--- config.mk ---
export PLATFORM = sky130hd
export DESIGN_NAME = countdown_timer
export DESIGN_NICKNAME = d
export VERILOG_FILES = /design/src/rtl/countdown_timer.sv
export SDC_FILE = /design/constraint.sdc
export NUM_CORES = 1
export LEC_CHECK = 0
export ABC_AREA = 1
export BUFFER_PORTS_ARGS = -buffer_cell sky130_fd_sc_hd__clkbuf_2
export CAP_MARGIN = 15
export CORE_MARGIN = 2
export CORE_UTILIZATION = 30
export CTS_CLUSTER_SIZE = 25
export DETAILED_ROUTE_END_ITERATION = 7
export PLACE_DENSITY = 0.59
export REMOVE_ABC_BUFFERS = 1
export SYNTH_ARGS = -nofsm -noshare
export SYNTH_HDL_FRONTEND = slang
export SYNTH_SLANG_ARGS = --single-unit
--- constraint.sdc ---
create_clock -name clk -period 1.28 [get_ports clk]
set_input_delay 0.128 -clock clk [delete_from_list [all_inputs] [get_ports clk]]
set_output_delay 0.128 -clock clk [all_outputs]
set_load 0.02 [all_outputs]
--- src/rtl/countdown_timer.sv ---
// Loadable down counter with valid/ready load, one-cycle done pulse and clear.
// Optional: define COUNTDOWN_AUTO_RELOAD_EN to restart from the loaded value on each expiry.
module countdown_timer #(
  parameter int unsigned WIDTH = 4
) (
  input  logic             clk,
  input  logic             reset_n,
  input  logic             clear,
  input  logic             load_valid,
  output logic             load_ready,
  input  logic [WIDTH-1:0] load_value,
  input  logic             enable,
  output logic [WIDTH-1:0] q,
  output logic             busy,
  output logic             done
);

  typedef enum logic [1:0] {
    IDLE  = 2'd0,
    COUNT = 2'd1,
    DONE  = 2'd2
  } state_e;

  state_e           state_q, state_d;
  logic [WIDTH-1:0] cnt_q, cnt_d;
  logic             busy_q, busy_d;
  logic             done_q, done_d;
  logic             load_fire;

`ifdef COUNTDOWN_AUTO_RELOAD_EN
  logic [WIDTH-1:0] reload_q, reload_d;
`endif

  assign load_ready = (state_q == IDLE) && !clear;
  assign load_fire  = load_valid && load_ready;

  always_comb begin
    state_d = state_q;
    cnt_d   = cnt_q;
    done_d  = 1'b0;
`ifdef COUNTDOWN_AUTO_RELOAD_EN
    reload_d = reload_q;
`endif
    if (clear) begin
      state_d = IDLE;
      cnt_d   = '0;
    end else begin
      unique case (state_q)
        IDLE: begin
          if (load_fire) begin
            cnt_d = load_value;
`ifdef COUNTDOWN_AUTO_RELOAD_EN
            reload_d = load_value;
`endif
            if (load_value != '0) begin
              state_d = COUNT;
            end else begin
              state_d = DONE;
              done_d  = 1'b1;
            end
          end
        end
        COUNT: begin
          if (enable) begin
            if (cnt_q == WIDTH'(1)) begin
              done_d = 1'b1;
`ifdef COUNTDOWN_AUTO_RELOAD_EN
              // Zero loads never reach COUNT, so reload_q is always nonzero here.
              cnt_d = reload_q;
`else
              cnt_d   = '0;
              state_d = DONE;
`endif
            end else begin
              cnt_d = cnt_q - WIDTH'(1);
            end
          end
        end
        DONE: begin
          state_d = IDLE;
          cnt_d   = '0;
        end
        default: begin
          state_d = IDLE;
          cnt_d   = '0;
        end
      endcase
    end
    busy_d = (state_d == COUNT);
  end

  always_ff @(posedge clk or negedge reset_n) begin
    if (!reset_n) begin
      state_q <= IDLE;
      cnt_q   <= '0;
      busy_q  <= 1'b0;
      done_q  <= 1'b0;
`ifdef COUNTDOWN_AUTO_RELOAD_EN
      reload_q <= '0;
`endif
    end else begin
      state_q <= state_d;
      cnt_q   <= cnt_d;
      busy_q  <= busy_d;
      done_q  <= done_d;
`ifdef COUNTDOWN_AUTO_RELOAD_EN
      reload_q <= reload_d;
`endif
    end
  end

  assign q    = cnt_q;
  assign busy = busy_q;
  assign done = done_q;

endmodule
==> results.yml <==
detailed_routing:
  drc: 0
  vias_per_cell: 4.52
  dr.pass1.iters: 3
  vias: 497
  antenna_left: 0
  drtIter0Drc: 3
  drt-total-wl_mm: 1.04
  routedWlPerCell_um: 9.43
worst_setup_path:
  crit_type: "reg -> out"
  crit_family: "flip-flops"
  cp_data_required_time_ns: 1.15
  reg2reg_from: "q[0]"
  rr_endpoint: "q[1]"
  path_depth: 4
  rrSetupSlack_ns: 0.09
  cpPeakStageDelay_ns: 0.40
  cp-start-kind: "flip-flop"
  cp_slowest_cell: "dfrtp_1"
  worstPathMaxFanout: 3
  cp.arrival_ns: 1.10
  path_buf_inv: 2
  ff2ff_path_depth: 5
  crit_path_end_kind: "primary output"
  cp_cell_sequence: "nor2_2, inv_2, nor2_4, buf_6"
  startpoint: "state_q[1]"
timing:
  hold_violations: 0
  holdWs_ns: 0.169
  maxSlewViolCount: 0
  rsz0062_at_grt: "yes"
  finalSetupTns_ns: 0
  min_period_ns: 1.22
  max_slew.worst_pin.slew_ns: 0.195
  setup_viol: 0
  fin_crit_sh_pct: 95.6
  worst_clock_skew_ns: 0.00645
  relSlewSlack_pct: 87.0
  timing.fmax_ghz: 0.818
placed_design:
  gp_congestion: 0.768
  dp_hpwl_um: 825
  place_area_um2: 592
  portBuffers: 15
logic_synthesis:
  synth_area_um2: 497
  synth.top_cell.area_share_pct: 40.3
  synth_compound_area_share_pct: 7.56
  synthMuxAreaShare_pct: 0
  yosys_warnings: 0
  ys_ff_latch: 8
  synth-adder-area-share_pct: 5.04
  synthArstFlopShare_pct: 100
  netlist_instances: 71
  synth_flop_cell: "dfrtp_1"
  avgSynthCellArea_um2: 7.00
  synth.distinct_cells: 16
  synth_edf_count: 0
  synth_simple_gate_area_share_pct: 34.8
  synthTopCellsByCount: "nand2_1 (23), inv_1 (10), dfrtp_1 (8), nor2_1 (7), inv_2 (4)"
  synth_area_leader_cell: "dfrtp_1"
  synth_xor_area_share_pct: 1.76
  synth_top_family_by_area: "simple AND/OR/NAND/NOR gates"
  yosysMostFrequentCell: "nand2_1"
  ys_top_cells_by_area: "dfrtp_1 (40%), nand2_1 (17%), inv_1 (7.6%)"
  yosysSeqAreaShare_pct: 40.3
cells_and_area:
  drive_gt1_share_pct: 34.0
  area_delta_synth_final_pct: 33.5
  final_nets: 107
  utilization_pct: 43.5
  finalInstanceArea_um2: 663
  diodes: 0
global_routing:
  grt_max_degree: 9
  grt_pass1_vias: 443
  antenna_found_initial: 0
  grt_usage_pct: 12.2
  grt_pass1_wl_mm: 1.70
  grt_overflow: 0
pwr:
  p_per_area_nw_per_um2: 1050
  fin_total_pwr_uw: 696
  leakagePower_uw: 0.000389
  max-vdd-ir-drop_mv: 0.567
job:
  maxCapViolations: 0
cts:
  cts_tree: "built"
  clockBufferDepth: 2
  cts_buffers: 3
  cts_sinks: 8
  cts-root-buf: "clkbuf_4"
  h-tree-depth: 1
  clkTransAtPathRegs_ns: 0.05
  clk_latency_ns: 0.25
hold_path:
  holdPathStages: 2
  hp-class: "in -> reg"
  hold_path.startpoint: "clear"
  min_to: "state_q[0]"
floorplan:
  die_w_um: 44.7
  fp.coreArea_um2: 1520
  start_util_pct: 32.6
  dieArea_um2: 2000
  top_level_ports: 16
  dieHeight_um: 44.7
  fp-row-count: 14
status:
  run_status: "finished, final reports clean"
==> placed cells by master, fill, tap and decap left out, drive strengths merged <==
cell	count
o21ai	3
a21oi	2
nor3	1
nand3	4
buf	5
xnor2	1
nor2	10
dlygate4sd3	1
ha	2
clkbuf	17
dfrtp	8
nand2	24
o22ai	2
inv	14
==> sequential cells by signal (all words and copies together) (netlist names) <==
register	flops
done	1
state_q	2
busy	1
q	4
==> logic make-up after synthesis <==
logic type,Yosys count
adders and majority gates,2
buffers and inverters,14
and+or+nand+nor,39
xor gates and xnor gates,1
AOI/OAI and AO/OA,7
DFF,8
==> how the worst max path moves through the flow <==
stage | to | slack [ns]
2_1_floorplan | q[2] | 0.06
3_3_place_gp | q[1] | 0.12
3_5_place_dp | q[3] | 0.11
4_1_cts | load_ready | 0.02
5_1_grt | load_ready | -0.01
6_report | load_ready | 0.06
==> power by group <==
part | total [uW] | switching (uW) | internal (uW) | leakage (uW)
logic | 217 | 127 | 90.0 | 0.000268
registers | 295 | 21.5 | 274 | 0.000107
clock network | 184 | 76.8 | 107 | 0.0000138
==> per-layer routing <==
layer  global-route usage (%)  vias up  wire [um]
met5                        0        -          0
met4                     1.82        0          0
met3                     7.20        0         76
met2                     21.4       12        533
met1                     12.8      223        427
li1                         -      262          -
==> final cells by class <==
type / instances / area, um^2
Clock buffer: 3 / 22.5
Tap cell: 16 / 20.0
Timing Repair Buffer: 20 / 121
Fill cell: 160 / 861
Multi-Input combinational cell: 49 / 246
Inverter: 14 / 52.6
Sequential cell: 8 / 200
==> repair_timing <==
action | in CTS | in global routing
gates cloned | 0 | 0
endpoints found under the setup margin | 1 | 3
buffers inserted | 2 | 2
hold buffers | 1 | 0
pin swaps | 1 | 2
endpoints found under the hold margin | 8 | 0
gates resized for setup | 1 | 3
==> per-stage QoR <==
step | instances | setup WS [ns]
final | 110 | 0.0568
after global routing | 110 | -0.0115
after CTS | 108 | 0.0237
after detailed placement | 102 | 0.105
after global placement | 102 | 0.116
after floorplan | 71 | 0.0633
(Power assumes the default switching activity.)
